`src/rtl/pipe_pkg.sv`:
```
// pipe_pkg: shared widths, reset constants and word type for pipeline stage registers
package pipe_pkg;
  localparam int PIPE_DATA_W = 32;
  localparam int PIPE_PC_W   = 32;
  localparam logic [PIPE_PC_W-1:0]   PIPE_RESET_PC = '0;
  localparam logic [PIPE_DATA_W-1:0] PIPE_NOP_WORD = '0;
  typedef struct packed {
    logic [PIPE_PC_W-1:0]   pc;
    logic [PIPE_DATA_W-1:0] data;
  } pipe_word_t;
endpackage

```
`src/rtl/pipe_skid_buf.sv`:
```
// pipe_skid_buf: two-entry main/skid storage; skid catches a word accepted while main is full and not draining
module pipe_skid_buf
  import pipe_pkg::*;
#(
  parameter int DATA_W = PIPE_DATA_W,
  parameter int PC_W   = PIPE_PC_W,
  parameter logic [PC_W-1:0]   RESET_PC = PC_W'(PIPE_RESET_PC),
  parameter logic [DATA_W-1:0] NOP_WORD = DATA_W'(PIPE_NOP_WORD)
) (
  input  logic              clk,
  input  logic              res,
  input  logic              i_clr,
  input  logic              i_push,
  input  logic              i_pop,
  input  logic [PC_W-1:0]   i_pc,
  input  logic [DATA_W-1:0] i_data,
  output logic              o_main_valid,
  output logic              o_skid_valid,
  output logic [PC_W-1:0]   o_pc,
  output logic [DATA_W-1:0] o_data
);
  logic              r_main_valid, r_skid_valid;
  logic [PC_W-1:0]   r_main_pc, r_skid_pc;
  logic [DATA_W-1:0] r_main_data, r_skid_data;

  always_ff @(posedge clk or negedge res) begin
    if (!res) begin
      r_main_valid <= 1'b0;
      r_skid_valid <= 1'b0;
      r_main_pc    <= RESET_PC;
      r_main_data  <= NOP_WORD;
      r_skid_pc    <= RESET_PC;
      r_skid_data  <= NOP_WORD;
    end else if (i_clr) begin
      r_main_valid <= 1'b0;
      r_skid_valid <= 1'b0;
      r_main_pc    <= RESET_PC;
      r_main_data  <= NOP_WORD;
    end else if (i_push && (!r_main_valid || i_pop)) begin
      r_main_valid <= 1'b1;
      r_main_pc    <= i_pc;
      r_main_data  <= i_data;
    end else if (i_push) begin
      r_skid_valid <= 1'b1;
      r_skid_pc    <= i_pc;
      r_skid_data  <= i_data;
    end else if (i_pop && r_skid_valid) begin
      r_skid_valid <= 1'b0;
      r_main_pc    <= r_skid_pc;
      r_main_data  <= r_skid_data;
    end else if (i_pop) begin
      r_main_valid <= 1'b0;
    end
  end

  assign o_main_valid = r_main_valid;
  assign o_skid_valid = r_skid_valid;
  assign o_pc         = r_main_pc;
  assign o_data       = r_main_data;
endmodule

```
`src/rtl/pipe_stage_reg.sv`:
```
// pipe_stage_reg: valid/ready pipeline stage register with stall/flush and saturating stall counter; PIPE_STAGE_SKID_EN adds a skid entry
module pipe_stage_reg
  import pipe_pkg::*;
#(
  parameter int DATA_W = PIPE_DATA_W,
  parameter int PC_W   = PIPE_PC_W,
  parameter logic [PC_W-1:0]   RESET_PC = PC_W'(PIPE_RESET_PC),
  parameter logic [DATA_W-1:0] NOP_WORD = DATA_W'(PIPE_NOP_WORD),
  parameter int CNT_W  = 16
) (
  input  logic              clk,
  input  logic              res,
  input  logic              in_valid,
  output logic              in_ready,
  input  logic [PC_W-1:0]   in_pc,
  input  logic [DATA_W-1:0] in_data,
  input  logic              stall,
  input  logic              flush,
  output logic              out_valid,
  input  logic              out_ready,
  output logic [PC_W-1:0]   out_pc,
  output logic [DATA_W-1:0] out_data,
  output logic [CNT_W-1:0]  stall_cnt
);
  logic              r_live;
  logic [CNT_W-1:0]  r_stall_cnt;
  logic              w_valid, w_in_fire, w_out_fire;
  logic [PC_W-1:0]   w_pc;
  logic [DATA_W-1:0] w_data;

  // r_live keeps in_ready low until the first edge after reset release
  always_ff @(posedge clk or negedge res) begin
    if (!res) r_live <= 1'b0;
    else      r_live <= 1'b1;
  end

  assign w_in_fire  = in_valid & in_ready;
  assign w_out_fire = out_valid & out_ready;
  assign out_valid  = w_valid & ~stall & ~flush;

`ifdef PIPE_STAGE_SKID_EN
  logic w_skid_valid;

  pipe_skid_buf #(
    .DATA_W(DATA_W), .PC_W(PC_W), .RESET_PC(RESET_PC), .NOP_WORD(NOP_WORD)
  ) u_buf (
    .clk         (clk),
    .res         (res),
    .i_clr       (flush),
    .i_push      (w_in_fire & ~flush & ~stall),
    .i_pop       (w_out_fire),
    .i_pc        (in_pc),
    .i_data      (in_data),
    .o_main_valid(w_valid),
    .o_skid_valid(w_skid_valid),
    .o_pc        (w_pc),
    .o_data      (w_data)
  );

  assign in_ready = r_live & (flush | (~stall & ~w_skid_valid));
`else
  logic              r_valid;
  logic [PC_W-1:0]   r_pc;
  logic [DATA_W-1:0] r_data;

  always_ff @(posedge clk or negedge res) begin
    if (!res) begin
      r_valid <= 1'b0;
      r_pc    <= RESET_PC;
      r_data  <= NOP_WORD;
    end else if (flush) begin
      r_valid <= 1'b0;
      r_pc    <= RESET_PC;
      r_data  <= NOP_WORD;
    end else if (!stall && w_in_fire) begin
      r_valid <= 1'b1;
      r_pc    <= in_pc;
      r_data  <= in_data;
    end else if (!stall && w_out_fire) begin
      r_valid <= 1'b0;
    end
  end

  assign w_valid  = r_valid;
  assign w_pc     = r_pc;
  assign w_data   = r_data;
  assign in_ready = r_live & (flush | (~stall & (~r_valid | out_ready)));
`endif

  always_ff @(posedge clk or negedge res) begin
    if (!res)
      r_stall_cnt <= '0;
    else if (stall && w_valid && !flush && !(&r_stall_cnt))
      r_stall_cnt <= r_stall_cnt + 1'b1;
  end

  assign out_pc    = w_pc;
  assign out_data  = w_data;
  assign stall_cnt = r_stall_cnt;
endmodule

```
`config.mk`:
```
export PLATFORM = sky130hd
export DESIGN_NAME = pipe_stage_reg
export DESIGN_NICKNAME = d
export VERILOG_FILES = /design/src/rtl/pipe_pkg.sv /design/src/rtl/pipe_skid_buf.sv /design/src/rtl/pipe_stage_reg.sv
export SDC_FILE = /design/constraint.sdc
export NUM_CORES = 1
export LEC_CHECK = 0
export ABC_AREA = 1
export BUFFER_PORTS_ARGS = -buffer_cell sky130_fd_sc_hd__buf_2
export CELL_PAD_IN_SITES_DETAIL_PLACEMENT = 1
export CELL_PAD_IN_SITES_GLOBAL_PLACEMENT = 1
export CORE_MARGIN = 2
export CORE_UTILIZATION = 34
export DETAILED_ROUTE_END_ITERATION = 10
export PLACE_DENSITY = 0.79
export RECOVER_POWER = 50
export SETUP_SLACK_MARGIN = 0.02
export SKIP_LAST_GASP = 1
export SLEW_MARGIN = 25
export SYNTH_ARGS = -nofsm -noshare
export SYNTH_HDL_FRONTEND = slang
export SYNTH_HIERARCHICAL = 1
export SYNTH_SLANG_ARGS = --single-unit
```
`constraint.sdc`:
```
create_clock -name clk -period 1.8 [get_ports clk]
set_input_delay 0.54 -clock clk [delete_from_list [all_inputs] [get_ports clk]]
set_output_delay 0.54 -clock clk [all_outputs]
set_load 0.02 [all_outputs]
```
==> results of run 1 <==
synth_stat cells:
| cell type | n |
|---|---|
| a21oi_1 | 2 |
| o21ai_0 | 9 |
| dfrtp_1 | 82 |
| nand2_1 | 186 |
| nor2_4 | 1 |
| buf_2 | 14 |
| ha_1 | 1 |
| nand4_1 | 5 |
| nand4_2 | 1 |
| clkbuf_1 | 3 |
| xor2_1 | 7 |
| nand3b_1 | 1 |
| nor3_1 | 2 |
| nor3_2 | 1 |
| conb_1 | 1 |
| buf_1 | 5 |
| nand2_2 | 1 |
| nor2_1 | 16 |
| nand3_1 | 80 |
| inv_1 | 17 |
state kept, by name, summed over array words and instances, names as in the netlist:
signal	count
out_data	32
stall_cnt	16
out_pc	32
r_valid	1
r_live	1
critical path, delay by kind of cell (launching register included):
kind                   cells  cell delay, ns
flip-flops                 1            0.41
AND/OR/NAND/NOR            2            0.18
buffers and inverters      1            0.15
AO/OA/AOI/OAI              1            0.10
kinds of logic after synthesis:
| family | after synthesis | share of synthesized area, % |
|---|---|---|
| other | 1 | 0.1043 |
| AO/OA/AOI/OAI | 11 | 1.531 |
| XOR/XNOR | 7 | 1.705 |
| AND/OR/NAND/NOR | 294 | 34.69 |
| buffers and inverters | 39 | 4.558 |
| adder cells (fa/ha/maj) | 1 | 0.3479 |
| flip-flops | 82 | 57.06 |
timing repair:
item / in CTS / in global routing
gates resized for setup: 3 / 2
hold buffers: 0 / 0
pin swaps: 0 / 0
setup endpoints to repair: 2 / 16
power by group through the flow:
stage	clock network (mW)	registers, mW	logic (mW)
2_1_floorplan	0	2.28	0.281
3_3_place_gp	0	2.13	0.786
3_5_place_dp	0	2.14	0.819
4_1_cts	1.79	2.11	0.826
5_1_grt	1.87	2.14	0.903
6_report	1.74	2.12	0.818
layer usage:
layer	routed length [µm]	up-vias	global-route usage (%)
met3	555	15	4.195
met1	4763	1767	24.86
met4	222	0	8.256
met5	0	-	0
li1	-	1694	-
met2	5617	104	34.08
final cells by class:
cell class                      instances  area share (%)
Inverter                               17           1.322
Clock inverter                          6           2.696
Sequential cell                        82           42.52
Timing Repair Buffer                  166           18.15
Multi-Input combinational cell        314           29.22
Tap cell                              136           3.526
Clock buffer                            9           2.567
how the worst max path moves through the flow:
stage,cells after the start,to,from
global placement,8,stall_cnt[8],flush
global route,4,in_ready,r_valid
detailed placement,9,out_pc[22],flush
CTS,4,in_ready,r_valid
finish,4,in_ready,r_valid
floorplan,4,in_ready,flush
==> results.json, run 1 <==
{
  "fin_crit_sh_pct": 96.15,
  "clock_power_share_pct": 37.2,
  "max-slew-margin-rel_pct": 22.78,
  "design_area_mm2": 0.004826,
  "reg2reg_depth": 7,
  "cap_viol_max_count": 0,
  "seq_area_mm2": 0.002052,
  "rsz0062_at_grt": "true",
  "start_util_pct": 34.99,
  "holdCritStartpoint": "in_data[12]",
  "syn_area_per_cell_um2": 8.267,
  "cp.required_ns": 1.26,
  "cts_root_buffer": "clkbuf_8",
  "io_pins": 152,
  "slew_viol_final": 0,
  "grt_overflow": 0,
  "place_area_mm2": 0.004587,
  "syn_nets": 506,
  "hold_end": "out_data[12]",
  "setup_tns_ns": 0,
  "n_antenna_cell": 0,
  "p_switching_mw": 1.368,
  "cts_tree": "built",
  "syn_to_final_growth_pct": 34.20,
  "cts_buffers": 9,
  "setup_slack_ns": 0.06933,
  "yosysTopAreaCellShare_pct": 57.06,
  "die_area_mm2": 0.01141,
  "p_leak_nw": 2.817,
  "hold_slack_ns": 0.3649,
  "post_cts_buffers": 0,
  "cp_slowest_cell": "dfrtp_1",
  "irDropWorstVdd_mv": 0.4261,
  "arrival_ns": 1.19,
  "syn_area_mm2": 0.003596,
  "hold_path_class": "in -> reg",
  "yosysWarnings": 6,
  "worst_setup_path_end_kind": "primary output",
  "nets": 661,
  "pwr-share-comb_pct": 17.5,
  "dp.final_hpwl_mm": 7.876,
  "post-route-util_pct": 46.96,
  "drtIter0Drc": 216,
  "max_stage_delay_ns": 0.41,
  "seq_power_share_pct": 45.3,
  "intPower_mw": 3.307,
  "cp-start-kind": "register",
  "synth_cell_type_count": 20,
  "gp_congestion": 0.8167,
  "grt_pass1_wl_mm": 18.18,
  "hold_viol_final": 0,
  "firstDrtPassIters": 6,
  "yosysTopAreaCell": "dfrtp_1",
  "reg2reg_to": "out_data[27]",
  "worstMarginPinSlew_ns": 1.158,
  "wl_mm": 11.16,
  "syn_inst": 435,
  "min_path_cells": 3,
  "die_w_um": 106.8,
  "setup_violations": 0,
  "fin_crit_ns": 1.731,
  "grt_usage_pct": 20.07,
  "grt_pass1_vias": 3669,
  "fin_total_pwr_mw": 4.675,
  "port-buffer-count": 151,
  "clock-sinks": 82,
  "synth-seq-area-share_pct": 57.06,
  "r2r_start": "r_valid",
  "multi_input_comb_area_mm2": 0.001410,
  "layout_common_cells": "186 x nand2_1, 140 x buf_2, 82 x dfrtp_1, 80 x nand3_1",
  "core-area_mm2": 0.01028,
  "grt_antenna_before_repair": 0,
  "fill_cells": 1319,
  "synth_seq_cells": 82,
  "cts_max_level": 3,
  "place_inst": 715,
  "ant_nets": 0,
  "layout_commonest_cell": "nand2_1",
  "row_count": 37,
  "clockBufferDepth": 2,
  "vias_per_cell": 4.904,
  "clock_skew_ns": 0.008644,
  "crit_fanout": 3,
  "synth_area_leaders": "dfrtp_1 57%, nand2_1 19%, nand3_1 11%",
  "place_ws_ns": 0.002749,
  "stdcell_count": 730,
  "grt_max_degree": 83,
  "drc_errors": 0,
  "drive_above_1_share_pct": 30.47,
  "vias": 3580,
  "clkLatencyLatePin_ns": 0.36,
  "crit_type": "reg -> out",
  "outcome": "finished, final reports clean",
  "swShare_pct": 29.26,
  "timing.fmax_mhz": 577.8,
  "wire_per_inst_um": 15.28,
  "cp_cell_sequence": "nand3b_1, nand2_1, a21oi_2, buf_4",
  "clk_pin_slew_ns": 0.09,
  "r2r_slack_ns": 0.18,
  "power_density_mw_per_mm2": 968.8,
  "die_h_um": 106.8
}
Note: power is estimated with default switching activity, not from simulation.
==> run 2, diff against run 1 <==
==> constraint.sdc (replaced) <==
create_clock -name clk -period 1.8 [get_ports clk]
set_input_delay 0.27 -clock clk [delete_from_list [all_inputs] [get_ports clk]]
set_output_delay 0.27 -clock clk [all_outputs]
set_load 0.02 [all_outputs]
==> run 2 against run 1 <==
  * First-iteration DRC count decreased by 35%
  * Wire length increased by 1.6%
  * Cell area decreased by 0.78%
  * Sequential share of layout area increased by 0.33 points
  * Setup slack improved by 0.13 ns
  * Global-route usage decreased by 0.12 points
  * Clock power decreased by 5%
  * Fmax increased by 7.9%
  * Sequential power about the same
==> results.json, run 2 (synthesis results as in run 1) <==
{
  "hold_path_class": "in -> reg",
  "crit_end": "stall_cnt[11]",
  "die_w_um": 106.8,
  "cts_tree": "built",
  "start_util_pct": 34.99,
  "irDropWorstVdd_mv": 0.3473,
  "crit_fanout": 21,
  "max-slew-margin-rel_pct": 31.11,
  "grt_max_degree": 66,
  "nets": 662,
  "grt_pass1_wl_mm": 18.02,
  "layout_common_cells": "186 x nand2_1, 110 x buf_2, 82 x dfrtp_1, 79 x nand3_1, 41 x clkbuf_1",
  "clock-sinks": 82,
  "cp.depth": 9,
  "row_count": 37,
  "r2r_start": "stall_cnt[0]",
  "reg2reg_to": "stall_cnt[11]",
  "worstMarginPinSlew_ns": 1.033,
  "slew_viol_final": 0,
  "grtUsageMet2_pct": 33.26,
  "io_pins": 152,
  "wl_mm": 11.33,
  "syn_to_final_growth_pct": 33.16,
  "vias_per_cell": 4.891,
  "grt_overflow": 0,
  "vias": 3585,
  "cpLargestDelayFamily": "simple AND/OR/NAND/NOR gates",
  "cts_max_level": 3,
  "cap_viol_max_count": 0,
  "drc_errors": 0,
  "arrival_ns": 1.84,
  "drive_above_1_share_pct": 24.83,
  "setup_tns_ns": 0,
  "core-area_mm2": 0.01028,
  "grt_use_met1_pct": 25.22,
  "port-buffer-count": 151,
  "layout_commonest_cell": "nand2_1",
  "outcome": "finished, final reports clean",
  "clock_skew_ns": 0.007102,
  "ant_nets": 0,
  "power_density_mw_per_mm2": 966.6,
  "rsz0062_at_grt": "false",
  "reg2reg_depth": 9,
  "grt_usage_pct": 19.95,
  "clockBufferDepth": 2,
  "gp_congestion": 0.8180,
  "cp.required_ns": 2.03,
  "cp-start-kind": "register",
  "clk_pin_slew_ns": 0.09,
  "cpMostUsedCell": "nand2_1",
  "fin_crit_sh_pct": 89.10,
  "dp.final_hpwl_mm": 8.262,
  "timing.fmax_mhz": 623.5,
  "die_area_mm2": 0.01141,
  "grt_pass1_vias": 3647,
  "crit_buf_inv": 2,
  "met3_usage_pct": 3.343,
  "max_stage_delay_ns": 0.39,
  "post-route-util_pct": 46.59,
  "grt_antenna_before_repair": 1,
  "firstDrtPassIters": 4,
  "clkLatencyLatePin_ns": 0.35,
  "die_h_um": 106.8,
  "cp_cell_sequence": "ha_2, nand3_2, inv_1, nand3_1, nand2_2, nand2_1, buf_4, nand2_1, o21ai_0",
  "p_leak_nw": 2.677,
  "worst_setup_path_end_kind": "register",
  "r2r_slack_ns": 0.20,
  "busiest_layer": "met2",
  "startpoint": "stall_cnt[0]",
  "fin_crit_ns": 1.604,
  "wire_per_inst_um": 15.46,
  "hold_viol_final": 0,
  "cp_slowest_cell": "dfrtp_1",
  "setup_violations": 0,
  "cts_buffers": 9,
  "crit_type": "reg -> reg",
  "drtIter0Drc": 141,
  "cts_root_buffer": "clkbuf_8"
}
-- run 2: how the worst min path moves through the flow --
stage | start | to | slack, ns | cells after the start
after floorplan | res | out_data[0] | -0.03 | 0
after global placement | res | out_pc[31] | 0.16 | 1
after detailed placement | res | out_pc[31] | 0.16 | 1
after CTS | in_data[6] | out_data[6] | 0.09 | 3
after global routing | in_pc[5] | out_pc[5] | 0.1 | 3
final | in_data[9] | out_data[9] | 0.11 | 3
-- run 2: final cells by class --
class | instances | area (µm²)
fillers | 1332 | 5489
clock buffers | 10 | 137.6
inverters | 17 | 63.81
diodes | 1 | 2.502
repair buffers | 167 | 852.1
well taps | 136 | 170.2
clock inverters | 6 | 113.9
flip-flops and latches | 82 | 2052
multi-input cells | 314 | 1396
-- run 2: report_power, final --
part	internal (mW)	leakage [nW]	switching [mW]	total, mW
logic	0.307	1.45	0.555	0.862
registers	1.97	1.11	0.136	2.11
clock network	0.962	0.119	0.699	1.66
-- run 2: through the flow --
stage / hold WS (ns) / power (mW) / cells / setup WS [ns] / cell area, µm²
5_1_grt: 0.09886 / 4.856 / 733 / 0.03916 / 4788
3_5_place_dp: 0.1590 / 2.974 / 713 / 0.09513 / 4556
4_1_cts: 0.09252 / 4.648 / 730 / 0.03964 / 4817
2_1_floorplan: -0.02559 / 2.559 / 435 / 0.08633 / 3596
3_3_place_gp: 0.1593 / 2.937 / 713 / 0.2356 / 4556
6_report: 0.1091 / 4.629 / 733 / 0.1962 / 4788
-- run 2: tightest hold or removal path, cell delays in order --
cell     delay (ns)
buf_2          0.08
nand2_1        0.04
nand2_1        0.05
-- run 2: per-layer routing --
metal,routed length (µm),vias up
met5,0,-
met4,300,0
met3,511,26
met2,5775,101
met1,4747,1763
li1,-,1695
-- run 2: what timing repair did --
| action | 4_1_cts | 5_1_grt |
|---|---|---|
| endpoints found under the hold margin | 14 | 0 |
| gates resized for setup | 0 | 3 |
| setup buffers | 0 | 2 |
| hold buffers | 1 | 0 |
| endpoints found under the setup margin | 0 | 14 |
